## config.mk

```make
export PLATFORM = sky130hd
export DESIGN_NAME = icache_ctrl
export DESIGN_NICKNAME = d
export VERILOG_FILES = /design/src/rtl/icache_ctrl_pkg.sv /design/src/rtl/icache_lru_tbl.sv /design/src/rtl/icache_ctrl.sv
export SDC_FILE = /design/constraint.sdc
export NUM_CORES = 1
export LEC_CHECK = 0
export ABC_AREA = 1
export CORE_UTILIZATION = 39
export CTS_BUF_LIST = sky130_fd_sc_hd__clkbuf_8
export CTS_CLUSTER_DIAMETER = 40
export DETAILED_ROUTE_END_ITERATION = 10
export MAX_ROUTING_LAYER = met4
export PLACE_DENSITY = 0.66
export SYNTH_ARGS = -nofsm -noshare
export SYNTH_HDL_FRONTEND = slang
export SYNTH_SLANG_ARGS = --single-unit
```

## constraint.sdc

```tcl
create_clock -name i_clk -period 7.2 [get_ports i_clk]
set_input_delay 1.44 -clock i_clk [delete_from_list [all_inputs] [get_ports i_clk]]
set_output_delay 1.44 -clock i_clk [all_outputs]
set_load 0.01 [all_outputs]
```

## src/rtl/icache_ctrl_pkg.sv

```systemverilog
// Shared types and constants for the 2-way instruction-cache controller.
// The line layout and controller states are shared with the LRU sub-module.
package icache_ctrl_pkg;

    localparam int LINE_W   = 128;
    localparam int WORD_W   = 32;
    localparam int BEATS    = 4;
    localparam int OFFSET_W = 4;

    typedef enum logic [2:0] {
        S_INIT,
        S_IDLE,
        S_LOOKUP,
        S_MISS,
        S_REFILL,
        S_WRITE
    } state_t;

    // Word 0 is bits [31:0], word 3 is bits [127:96].
    function automatic logic [WORD_W-1:0] word_sel(input logic [LINE_W-1:0] line,
                                                   input logic [1:0]        sel);
        return line[WORD_W*sel +: WORD_W];
    endfunction

endpackage

```

## src/rtl/icache_lru_tbl.sv

```systemverilog
// Per-set replacement bit: names the way to evict next in that set.
// The table clears on reset, reads asynchronously and has one write port.
module icache_lru_tbl
    import icache_ctrl_pkg::*;
#(
    parameter int INDEX_W = 8
) (
    input  logic               i_clk,
    input  logic               i_rstn,
    input  logic [INDEX_W-1:0] i_raddr,
    output logic               o_rdata,
    input  logic               i_we,
    input  logic [INDEX_W-1:0] i_waddr,
    input  logic               i_wdata
);

    logic [2**INDEX_W-1:0] r_bits;

    always_ff @(posedge i_clk) begin
        if (!i_rstn) begin
            r_bits <= '0;
        end else if (i_we) begin
            r_bits[i_waddr] <= i_wdata;
        end
    end

    assign o_rdata = r_bits[i_raddr];

endmodule

```

## src/rtl/icache_ctrl.sv

```systemverilog
// 2-way set-associative I-cache controller: invalidation sweep, lookup,
// 4-beat line refill and forwarding of the requested word on refill.
module icache_ctrl
    import icache_ctrl_pkg::*;
#(
    parameter int INDEX_W = 8,
    parameter int TAG_W   = 28 - INDEX_W
) (
    input  logic                     i_clk,
    input  logic                     i_rstn,
    input  logic                     i_pc_valid,
    input  logic [31:0]              i_pc,
    output logic                     o_pc_ready,
    output logic                     o_inst_valid,
    output logic [31:0]              o_inst,
    output logic [INDEX_W-1:0]       o_ram_addr,
    input  logic [2*(TAG_W+1)-1:0]   i_tagv_rdata,
    input  logic [2*LINE_W-1:0]      i_data_rdata,
    output logic [1:0]               o_ram_we,
    output logic [TAG_W:0]           o_tagv_wdata,
    output logic [LINE_W-1:0]        o_data_wdata,
    output logic                     o_rd_req,
    output logic [31:0]              o_rd_addr,
    input  logic                     i_rd_rdy,
    input  logic                     i_ret_valid,
    input  logic                     i_ret_last,
    input  logic [31:0]              i_ret_data
);

    localparam int TAGV_W = TAG_W + 1;

    state_t              r_state, w_next;
    logic [INDEX_W-1:0]  r_cnt;
    logic [31:0]         r_pc;
    logic [1:0]          r_beat;
    logic [LINE_W-1:0]   r_line;
    logic [1:0]          r_vld;

    logic [TAG_W-1:0]    w_pc_tag, w_tag0, w_tag1;
    logic [INDEX_W-1:0]  w_pc_idx, w_in_idx;
    logic                w_v0, w_v1, w_hit0, w_hit1, w_hit, w_hit_way;
    logic [LINE_W-1:0]   w_hit_line;
    logic                w_victim, w_lru;
    logic                w_lru_we, w_lru_wdata, w_accept;
    logic                w_unused;

    assign w_pc_tag = r_pc[31 -: TAG_W];
    assign w_pc_idx = r_pc[OFFSET_W +: INDEX_W];
    assign w_in_idx = i_pc[OFFSET_W +: INDEX_W];
    assign w_unused = ^r_pc[1:0];

    assign w_tag0 = i_tagv_rdata[TAG_W-1:0];
    assign w_v0   = i_tagv_rdata[TAG_W];
    assign w_tag1 = i_tagv_rdata[TAGV_W +: TAG_W];
    assign w_v1   = i_tagv_rdata[2*TAGV_W-1];

    assign w_hit0     = w_v0 && (w_tag0 == w_pc_tag);
    assign w_hit1     = w_v1 && (w_tag1 == w_pc_tag);
    assign w_hit      = w_hit0 | w_hit1;
    assign w_hit_way  = ~w_hit0;
    assign w_hit_line = w_hit0 ? i_data_rdata[LINE_W-1:0] : i_data_rdata[2*LINE_W-1:LINE_W];

    // Fill an empty way first; only a full set consults the LRU bit.
    assign w_victim = !r_vld[0] ? 1'b0 : (!r_vld[1] ? 1'b1 : w_lru);

    assign o_rd_addr = {r_pc[31:OFFSET_W], {OFFSET_W{1'b0}}};

    icache_lru_tbl #(.INDEX_W(INDEX_W)) u_lru (
        .i_clk   (i_clk),
        .i_rstn  (i_rstn),
        .i_raddr (w_pc_idx),
        .o_rdata (w_lru),
        .i_we    (w_lru_we),
        .i_waddr (w_pc_idx),
        .i_wdata (w_lru_wdata)
    );

    always_comb begin
        w_next       = r_state;
        w_accept     = 1'b0;
        w_lru_we     = 1'b0;
        w_lru_wdata  = 1'b0;
        o_pc_ready   = 1'b0;
        o_inst_valid = 1'b0;
        o_inst       = '0;
        o_ram_addr   = w_pc_idx;
        o_ram_we     = 2'b00;
        o_tagv_wdata = '0;
        o_data_wdata = r_line;
        o_rd_req     = 1'b0;
        case (r_state)
            S_INIT: begin
                o_ram_addr = r_cnt;
                o_ram_we   = 2'b11;
                if (&r_cnt) w_next = S_IDLE;
            end
            S_IDLE: begin
                o_pc_ready = 1'b1;
                o_ram_addr = w_in_idx;
                if (i_pc_valid) begin
                    w_accept = 1'b1;
                    w_next   = S_LOOKUP;
                end
            end
            S_LOOKUP: begin
                if (w_hit) begin
                    o_inst_valid = 1'b1;
                    o_inst       = word_sel(w_hit_line, r_pc[3:2]);
                    w_lru_we     = 1'b1;
                    w_lru_wdata  = ~w_hit_way;
                    o_pc_ready   = 1'b1;
                    // A request accepted alongside a hit is looked up next cycle.
                    if (i_pc_valid) begin
                        w_accept   = 1'b1;
                        o_ram_addr = w_in_idx;
                        w_next     = S_LOOKUP;
                    end else begin
                        w_next = S_IDLE;
                    end
                end else begin
                    w_next = S_MISS;
                end
            end
            S_MISS: begin
                o_rd_req = 1'b1;
                if (i_rd_rdy) w_next = S_REFILL;
            end
            S_REFILL: begin
                if (i_ret_valid && i_ret_last) w_next = S_WRITE;
            end
            S_WRITE: begin
                o_ram_we     = w_victim ? 2'b10 : 2'b01;
                o_tagv_wdata = {1'b1, w_pc_tag};
                o_inst_valid = 1'b1;
                o_inst       = word_sel(r_line, r_pc[3:2]);
                w_lru_we     = 1'b1;
                w_lru_wdata  = ~w_victim;
                w_next       = S_IDLE;
            end
            default: w_next = S_INIT;
        endcase
        // While reset is held, nothing leaves the block and no state advances.
        if (!i_rstn) begin
            w_next       = S_INIT;
            w_accept     = 1'b0;
            w_lru_we     = 1'b0;
            o_pc_ready   = 1'b0;
            o_inst_valid = 1'b0;
            o_inst       = '0;
            o_ram_we     = 2'b00;
            o_rd_req     = 1'b0;
        end
    end

    always_ff @(posedge i_clk) begin
        if (!i_rstn) begin
            r_state <= S_INIT;
            r_cnt   <= '0;
            r_pc    <= '0;
            r_beat  <= '0;
            r_line  <= '0;
            r_vld   <= '0;
        end else begin
            r_state <= w_next;
            if (r_state == S_INIT) r_cnt <= r_cnt + 1'b1;
            if (w_accept) r_pc <= i_pc;
            // Way validity is captured at the miss and held for victim choice.
            if (r_state == S_LOOKUP && !w_hit) r_vld <= {w_v1, w_v0};
            if (r_state == S_MISS && i_rd_rdy) r_beat <= '0;
            if (r_state == S_REFILL && i_ret_valid) begin
                r_line[WORD_W*r_beat +: WORD_W] <= i_ret_data;
                r_beat <= r_beat + 1'b1;
            end
        end
    end

endmodule

```

==> parameters.txt, run 1 <==
Parameter                              Value

Run status
  Outcome ... finished, final reports clean

Timing
  Final setup TNS ... 0 ns
  Worst setup margin ... 0.535 ns
  Slew at the pin closest to its max-slew limit ... 1.34 ns
  RSZ-0062 raised after global routing ... no
  Number of max-slew violations in the final report ... 0
  Final Skew ... 0.0229 ns
  Final setup violating endpoints ... 0
  Period minus WS final ... 6.66 ns
  Worst slew margin relative to its limit ... 0.106
  Final number of hold-violating endpoints ... 0
  Fin crit share ... 0.926
  Achievable frequency ... between 150 and 200 MHz

Setup path
  Worst setup slack for register-to-register paths ... 2.29 ns
  Startpoint Class ... input pin
  Biggest fanout along the worst timing path ... 38
  Reg-to-reg startpoint ... r_pc[5]$_SDFFE_PN0P_
  Endpoint type of the worst setup path ... output port
  R2r endpoint ... u_lru.r_bits[47]$_SDFFE_PN0P_
  Data required time of the worst path ... 5.76 ns
  Category of the most critical setup path ... input pin to output port
  Arrival time of the worst setup path ... between 5 and 6 ns
  Number of cells traversed by the worst register-to-register path ... 20

Floorplan
  DIE AREA ... around 0.075 mm²
  Die Y ... around 270 µm
  Placeable core region ... 0.0730 mm²
  Cell row count ... 99
  Initial Util ... 0.394
  Number of I/O pins ... 594
  Overall die width ... 274 µm

CTS
  Gates resized, CTS repair ... 0
  Clock Pin Slew Worst Setup and Hold Paths ... approximately 0.060 ns
  Number of clock sinks ... 429
  Worst-skew pair later-pin latency ... just under 0.7 ns
  CTS Root Cell ... sky130_fd_sc_hd__clkbuf_8
  Number of setup buffers added after CTS ... 0
  Clock Path Buffers ... 3
  Clock buffers created by TritonCTS ... slightly below 90
  TritonCTS clock tree ... done
  Number of H-tree levels ... 3
  Total of hold buffers inserted after clock tree synthesis ... 0

Logic synthesis
  Netlist cell types ... 39
  Dominant combinational cell family by area after synthesis ... simple AND/OR/NAND/NOR gates
  Cell area after synthesis ... 0.0288 mm²
  Number of cells produced by synthesis ... 4,938
  Mean instance size in the synthesized netlist ... ~5.8 µm²
  Sequential area share after synthesis ... 0.299
  Adder-Cell Fraction of Synth Area ... 0.00261
  Synthesized-area fraction occupied by and/or/nand/nor cells ... 0.372
  Synth async-reset ratio ... 0
  Flip-flop cell with the highest count after synthesis ... sky130_fd_sc_hd__dfxtp_1
  Synth Register Bits ... 429
  Number of synthesized flops with an enable pin ... 0
  Share of cell area taken by muxes after synthesis ... 0
  Fraction of the mapped netlist area in compound gates ... 0.135
  Xor and xnor area share after synthesis ... 0.00426
  Warnings, synthesis ... 0

Placement
  Post-placement setup slack ... 0.710 ns
  GP Congestion ... approximately 1
  Count of port buffers added during placement ... ~590
  Area of placed instances ... between 0.03 and 0.04 mm²
  Post-detail-place hpwl ... ~88 mm

Power and ir drop
  Leakage power ... 17.7 nW
  Comb power frac ... 0.073
  Internal power summed over all cells ... approximately 0.0042 W
  IR Drop Worst-Case VDD ... 0.106 mV
  Net switching power ... 0.00137 W
  PwrDens ... 151 mW/mm²
  Reg power frac ... 0.428
  Clock network fraction of total power ... 0.499
  Share of total power consumed by net switching ... 0.247

Route
  Detailed-router iteration count before antenna repair ... 7
  Count of vias placed by the detailed router ... ~34,000
  Total wire length ... 131 mm
  Number of vias per cell ... 5.35
  Detail Route Antenna Nets ... 0
  Wire per inst ... 20.6 µm
  DRC ... 0
  DRT iter0 DRCs ... 3,833

Global routing
  Wire length of the first global-routing pass ... slightly below 200 mm
  Pin count of the biggest net entering global routing ... 130
  Most heavily used metal layer in global routing ... met2
  GRT met2 Usage ... 0.506
  Met3 Track Usage GR ... 0.0748
  Antenna violations before repair ... 30
  Global-route total usage across every layer ... 0.345
  Via count of the first global-routing pass ... 30,276
  Met1 routing resource usage after global routing ... 0.439
  Remaining global-route overflow ... 0

Finish
  Core utilization of the finished layout ... 0.503
  Final instance area ... between 0.03 and 0.04 mm²
  Count of nets after finishing ... 5,674
  Synth-to-Final Area Change ... 27.6%
  Share of layout cells above drive strength 1 ... 0.0506

Min path
  Hold wc startpoint ... o_data_wdata[46]$_SDFFE_PN0P_
  Worst hold path cell count ... 2
  Endpoint of the worst hold-timing path ... o_data_wdata[46]$_SDFFE_PN0P_
  Tightest Hold Check Type ... flip-flop to flip-flop

Flow run
  Number of violations of the max-capacitance limit ... 0
## layer usage
layer,vias to the layer above,share of wire,wire [µm]
li1,16464,-,-
met1,15541,0.41,53300
met2,1721,0.44,57200
met3,278,0.11,14000
met4,0,0.050,6490
met5,-,0,0
## worst max-delay path, stage by stage
cell                              delay [ns]
sky130_fd_sc_hd__clkdlybuf4s50_1        0.46
sky130_fd_sc_hd__nand2_1                0.08
sky130_fd_sc_hd__o21ai_0                0.09
sky130_fd_sc_hd__nor4_1                 0.47
sky130_fd_sc_hd__nand3_4                0.17
sky130_fd_sc_hd__inv_4                  0.44
sky130_fd_sc_hd__nand2_1                0.35
sky130_fd_sc_hd__nand2_1                0.13
sky130_fd_sc_hd__nand2_1                0.05
sky130_fd_sc_hd__nand3_1                0.10
sky130_fd_sc_hd__nand3_1                0.21
sky130_fd_sc_hd__a21oi_1                0.54
sky130_fd_sc_hd__clkdlybuf4s50_1        0.66
## placed cells by master, fill, tap and decap left out, types with 6 or more instances in the layout
cell	synthesis	final
sky130_fd_sc_hd__a31oi_1	44	44
sky130_fd_sc_hd__nand4_1	342	342
sky130_fd_sc_hd__clkbuf_8	0	106
sky130_fd_sc_hd__xor2_1	11	11
sky130_fd_sc_hd__nor2_1	167	156
sky130_fd_sc_hd__bufinv_16	0	7
sky130_fd_sc_hd__o21ai_1	36	36
sky130_fd_sc_hd__buf_12	0	6
sky130_fd_sc_hd__buf_4	41	80
sky130_fd_sc_hd__diode_2	0	31
sky130_fd_sc_hd__a22oi_1	6	6
sky130_fd_sc_hd__a21oi_1	452	451
sky130_fd_sc_hd__clkdlybuf4s50_1	0	586
sky130_fd_sc_hd__nor3_1	17	16
sky130_fd_sc_hd__ha_1	6	6
sky130_fd_sc_hd__o21ai_0	145	145
sky130_fd_sc_hd__inv_2	8	8
sky130_fd_sc_hd__inv_1	908	932
sky130_fd_sc_hd__dfxtp_1	429	425
sky130_fd_sc_hd__clkinv_2	0	16
sky130_fd_sc_hd__nand3_1	472	471
sky130_fd_sc_hd__nor2_2	1	11
sky130_fd_sc_hd__or2_2	11	11
sky130_fd_sc_hd__nand2_1	1399	1395
sky130_fd_sc_hd__a211oi_1	44	44
sky130_fd_sc_hd__nor4_1	10	10
## power groups by stage
stage | logic, W | clock network, W | registers [W]
2_1_floorplan | 0.000124 | 0 | 0.00243
3_3_place_gp | 0.000394 | 0 | 0.00243
3_5_place_dp | 0.000393 | 0 | 0.00243
4_1_cts | 0.000396 | 0.00280 | 0.00238
5_1_grt | 0.000427 | 0.00291 | 0.00238
6_report | 0.000403 | 0.00277 | 0.00238
## synth_stat cells, types with 17 or more instances
library cell,instances,area share
sky130_fd_sc_hd__a211oi_1,44,0.011
sky130_fd_sc_hd__a21oi_1,452,0.079
sky130_fd_sc_hd__a31oi_1,44,0.0096
sky130_fd_sc_hd__buf_1,32,0.0042
sky130_fd_sc_hd__buf_2,65,0.011
sky130_fd_sc_hd__buf_4,41,0.011
sky130_fd_sc_hd__buf_6,27,0.011
sky130_fd_sc_hd__clkbuf_1,239,0.031
sky130_fd_sc_hd__dfxtp_1,429,0.30
sky130_fd_sc_hd__inv_1,908,0.12
sky130_fd_sc_hd__nand2_1,1399,0.18
sky130_fd_sc_hd__nand3_1,472,0.082
sky130_fd_sc_hd__nand4_1,342,0.074
sky130_fd_sc_hd__nor2_1,167,0.022
sky130_fd_sc_hd__nor3_1,17,0.0030
sky130_fd_sc_hd__o21ai_0,145,0.025
sky130_fd_sc_hd__o21ai_1,36,0.0063
## cell type report
type                    instances  area (µm²)
inverters                     917        3450
flip-flops and latches        429        8600
clock buffers                 106        1460
clock inverters                55         430
fillers                      7673       36300
diodes                         31        77.6
multi-input cells            3191       14900
well taps                     959        1200
repair buffers                673        6600
## how the worst max path moves through the flow
stage / startpoint / slack (ns) / cells past startpoint / to
after CTS: i_tagv_rdata[10] / 0.69 / 14 / o_inst[7]
after global routing: i_tagv_rdata[10] / 0.47 / 14 / o_inst[19]
after global placement: i_tagv_rdata[10] / 0.71 / 14 / o_inst[11]
final: i_tagv_rdata[10] / 0.54 / 13 / o_inst[7]
after floorplan: i_tagv_rdata[2] / 2.70 / 14 / o_inst[22]
after detailed placement: i_tagv_rdata[1] / 0.71 / 15 / o_inst[7]
## registers in the layout, indices dropped and copies added, names as in the netlist
| register | flops |
|---|---|
| u_lru.r_bits | 256 |
| r_pc | 30 |
| r_state | 3 |
| r_vld | 2 |
| r_beat | 2 |
| r_cnt | 8 |
| o_data_wdata | 128 |
## through the flow
step / instances / hold WS (ns) / total power, W
finish: 6361 / 0.470 / 0.00555
floorplan: 4941 / 0.440 / 0.00255
global route: 6358 / 0.498 / 0.00572
detailed placement: 6169 / 0.465 / 0.00282
CTS: 6330 / 0.474 / 0.00557
global placement: 6169 / 0.459 / 0.00282
## cell families after synthesis
logic type,after synthesis
flops,429
compound gates,737
buf+inv,1321
other cells,1
simple gates,2430
xor+xnor,14
fa+ha+maj,6
No activity file was read; power rests on OpenSTA's default activity.
==> run 2, diff against run 1 <==
- PLACE_DENSITY: 0.66 -> 0.67
- SYNTH_HIERARCHICAL: default -> 1
==> run 2 against run 1 <==
  * Sequential share of layout area is 2.5 points higher
  * Power is 0.69% higher
  * Via count is 9.9% lower
  * Clock skew is 0.053 ns higher
  * Critical path depth is 4 higher
  * Largest cell class unchanged
  * Die area is 11% lower
  * Critical path type is now flip-flop to output port
  * Flip-flop and latch count stayed put
  * Non-clock buffer count is 30 lower
  * Cell area is 9.8% lower
  * Wire length is 4.3% lower
  * Synthesized cell count is 20% lower
  * Maximum frequency is 1.7% lower
==> parameters.txt, run 2 <==
Parameter                              Value

Floorplan
  Initial Util ... 0.395 (about the same)
  Number of I/O pins ... 594 (unchanged)
  Die Y ... 257 µm (-5.9%)
  Overall die width ... 257 µm (-5.9%)
  Placeable core region ... 0.0645 mm² (-12%)
  Cell row count ... 93 (-6.1%)
  DIE AREA ... 0.0663 mm² (-11%)

Logic synthesis
  Synth area leaders ... sky130_fd_sc_hd__dfxtp_1 (34%), sky130_fd_sc_hd__nand2_1 (12%), sky130_fd_sc_hd__nand3_1 (12%), sky130_fd_sc_hd__a21oi_1 (9.3%), sky130_fd_sc_hd__nor3_1 (6.4%)
  Sequential area share after synthesis ... 0.338 (+0.0390)
  Number of cells produced by synthesis ... 3,967 (-20%)
  Synth Register Bits ... 429 (unchanged)
  Most instantiated library cell after synthesis ... sky130_fd_sc_hd__nand2_1
  Netlist cell types ... 43 (+10%)
  Proportion of netlist area held by the largest area contributor ... 0.338 (+0.0390)
  Cell area after synthesis ... 0.0254 mm² (-12%)
  Flip-flop cell with the highest count after synthesis ... sky130_fd_sc_hd__dfxtp_1
  Leading post-synthesis cells by instance count ... sky130_fd_sc_hd__nand2_1 (840), sky130_fd_sc_hd__nand3_1 (596), sky130_fd_sc_hd__a21oi_1 (471)
  Number of synthesized flops with an enable pin ... 0 (unchanged)
  Cell type contributing the most total cell area after synthesis ... sky130_fd_sc_hd__dfxtp_1
  Mean instance size in the synthesized netlist ... 6.41 µm² (+10%)
  Synth async-reset ratio ... 0 (unchanged)
  Warnings, synthesis ... 6 (+6)

Placement
  Post-detail-place hpwl ... 86.0 mm (-2.7%)
  Post-placement cell count ... 5,089 (-18%)
  Count of port buffers added during placement ... 587 (unchanged)
  GP Congestion ... 0.994 (+1.7%)
  Area of placed instances ... 0.0311 mm² (-10%)

Timing
  Achievable frequency ... 147 MHz (-1.7%)
  Final setup violating endpoints ... 0 (unchanged)
  Number of max-slew violations in the final report ... 0 (unchanged)
  Worst slew margin relative to its limit ... 0.217 (+0.111)
  Final setup TNS ... 0 ns (unchanged)
  Final Skew ... 0.0762 ns (+0.0532 ns)
  RSZ-0062 raised after global routing ... no
  Period minus WS final ... 6.78 ns (+0.116 ns)
  Final number of hold-violating endpoints ... 0 (unchanged)
  Slew at the pin closest to its max-slew limit ... 1.17 ns (-0.165 ns)
  Fin crit share ... 0.942 (+0.0161)

Min path
  Worst hold path cell count ... 2 (unchanged)
  Tightest Hold Check Type ... flip-flop to flip-flop

Route
  DRC ... 0 (unchanged)
  Detailed-router iteration count before antenna repair ... 8 (+1)
  Total wire length ... 125 mm (-4.3%)
  Detail Route Antenna Nets ... 0 (unchanged)
  Number of vias per cell ... 5.82 (+8.9%)
  Wire per inst ... 23.8 µm (+16%)
  DRT iter0 DRCs ... 3,965 (+3.4%)
  Count of vias placed by the detailed router ... 30,628 (-9.9%)

Finish
  Largest register FFs ... 256 (unchanged)
  Final instance area ... 0.0331 mm² (-9.8%)
  Core utilization of the finished layout ... 0.514 (+0.0106)
  Most frequent standard cell in the layout excluding fill and tap cells ... sky130_fd_sc_hd__nand2_1
  Synth-to-Final Area Change ... 30.2%
  Register bank with the most flops ... u_lru/r_bits
  Count of nets after finishing ... 4,696 (-17%)
  Share of layout cells above drive strength 1 ... 0.0734 (+0.0227)
  Fin cells ... 5,260 (-17%)
  Highest-count cells in the layout ignoring fill and taps ... sky130_fd_sc_hd__nand2_1 (838), sky130_fd_sc_hd__nand3_1 (595), sky130_fd_sc_hd__clkdlybuf4s50_1 (586)
  Area of the multi-input gates ... 0.0141 mm² (-5.1%)
  Fillers ... 6,550 (-15%)
  Sequential cell area ... 0.00860 mm² (unchanged)

Setup path
  Data required time of the worst path ... 5.76 ns (about the same)
  Number of cells traversed by the worst register-to-register path ... 18 (-10%)
  Endpoint type of the worst setup path ... output port
  Arrival time of the worst setup path ... 5.34 ns (+0.12 ns)
  Biggest fanout along the worst timing path ... 95 (+150%)
  Startpoint Class ... flip-flop
  Category of the most critical setup path ... flip-flop to output port

Global routing
  Global-route total usage across every layer ... 0.369 (+0.0239)
  Antenna violations before repair ... 18 (-40%)
  Pin count of the biggest net entering global routing ... 191 (+47%)
  Remaining global-route overflow ... 0 (unchanged)
  Wire length of the first global-routing pass ... 180 mm (-6.1%)
  Via count of the first global-routing pass ... 26,914 (-11%)

CTS
  Gates resized, CTS repair ... 0 (unchanged)
  Number of H-tree levels ... 3 (unchanged)
  Worst-skew pair later-pin latency ... 0.70 ns (+0.02 ns)
  Total of hold buffers inserted after clock tree synthesis ... 0 (unchanged)
  CTS Root Cell ... sky130_fd_sc_hd__clkbuf_8
  Clock buffers created by TritonCTS ... 86 (-2.3%)
  Number of setup buffers added after CTS ... 0 (unchanged)
  TritonCTS clock tree ... done
  Number of clock sinks ... 429 (unchanged)
  Clock Pin Slew Worst Setup and Hold Paths ... 0.06 ns (about the same)
  Clock Path Buffers ... 3 (unchanged)

Flow run
  Number of violations of the max-capacitance limit ... 0 (unchanged)

Power and ir drop
  PwrDens ... 169 mW/mm² (+12%)
  Leakage power ... 11.7 nW (-34%)
  IR Drop Worst-Case VDD ... 0.106 mV (+0.14%)

Run status
  Outcome ... finished, final reports clean
-- run 2: changes by cell type in the layout (fill, tap and decap cells not counted), moves of 20 or more --
cell / change
sky130_fd_sc_hd__inv_1: -739
sky130_fd_sc_hd__a21oi_1: +20
sky130_fd_sc_hd__nor3_1: +310
sky130_fd_sc_hd__inv_2: +53
sky130_fd_sc_hd__nand3_1: +124
sky130_fd_sc_hd__nand2_1: -557
sky130_fd_sc_hd__nand4_1: -187
sky130_fd_sc_hd__o21ai_0: +61
sky130_fd_sc_hd__a31oi_1: -30
sky130_fd_sc_hd__buf_4: -33
sky130_fd_sc_hd__nor2_4: +29
-- run 2: cells by family after synthesis --
group	count (synthesis)	synth area share
simple gates	2147	0.392
fa+ha+maj	6	0.00295
flops	429	0.338
xor+xnor	8	0.00275
buf+inv	618	0.109
other cells	1	0.000147
compound gates	758	0.155
-- run 2: path summary, 6_finish.rpt --
path | startpoint | endpoint | slack (ns)
setup / recovery | r_pc[4]$_SDFFE_PN0P_ | o_ram_we[1] | 0.42
hold / removal | o_data_wdata[43]$_SDFFE_PN0P_ | o_data_wdata[43]$_SDFFE_PN0P_ | 0.47
setup reg to reg | r_pc[4]$_SDFFE_PN0P_ | u_lru/r_bits[45]$_SDFFE_PN0P_ | 2.57
hold reg to reg | o_data_wdata[43]$_SDFFE_PN0P_ | o_data_wdata[43]$_SDFFE_PN0P_ | 0.47
-- run 2: cell type report --
type / count / share of cell area
Antenna cell: 17 / 0.00128
Clock inverter: 46 / 0.0136
Sequential cell: 429 / 0.260
Tap cell: 855 / 0.0323
Timing Repair Buffer: 643 / 0.194
Multi-Input combinational cell: 2923 / 0.427
Inverter: 239 / 0.0276
Clock buffer: 108 / 0.0449
-- run 2: through the flow --
stage          hold slack (ns)  total power, W  setup WS (ns)
3_3_place_gp             0.443         0.00281          0.791
2_1_floorplan            0.424         0.00254           3.05
3_5_place_dp             0.454         0.00281          0.795
4_1_cts                  0.464         0.00560          0.587
6_report                 0.466         0.00559          0.420
5_1_grt                  0.477         0.00574          0.242
-- run 2: power by group --
part           internal [W]  switching [W]
registers           0.00238     0.00000127
clock network       0.00165        0.00117
logic              0.000214       0.000172
-- run 2: critical path, cell delays in order, from the launching register on --
cell	delay [ns]
sky130_fd_sc_hd__dfxtp_4	0.35
sky130_fd_sc_hd__buf_4	0.44
sky130_fd_sc_hd__buf_4	0.98
sky130_fd_sc_hd__nand2_1	0.11
sky130_fd_sc_hd__nand3_1	0.12
sky130_fd_sc_hd__nand3_1	0.10
sky130_fd_sc_hd__nand3_1	0.15
sky130_fd_sc_hd__nand3_1	0.18
sky130_fd_sc_hd__nand2_1	0.13
sky130_fd_sc_hd__nand2_1	0.05
sky130_fd_sc_hd__nand3_1	0.10
sky130_fd_sc_hd__nand3_1	0.09
sky130_fd_sc_hd__nand2_1	0.16
sky130_fd_sc_hd__o21ai_0	0.20
sky130_fd_sc_hd__nor2_1	0.17
sky130_fd_sc_hd__nor2_1	0.08
sky130_fd_sc_hd__nor2_1	0.52
sky130_fd_sc_hd__clkdlybuf4s50_1	0.66
-- run 2: layer usage --
metal | up-vias | wire, µm | GRT usage
li1 | 14291 | - | -
met1 | 14300 | 50200 | 0.470
met2 | 1792 | 54300 | 0.531
met3 | 245 | 14200 | 0.0998
met4 | 0 | 6630 | 0.189
met5 | - | 0 | -
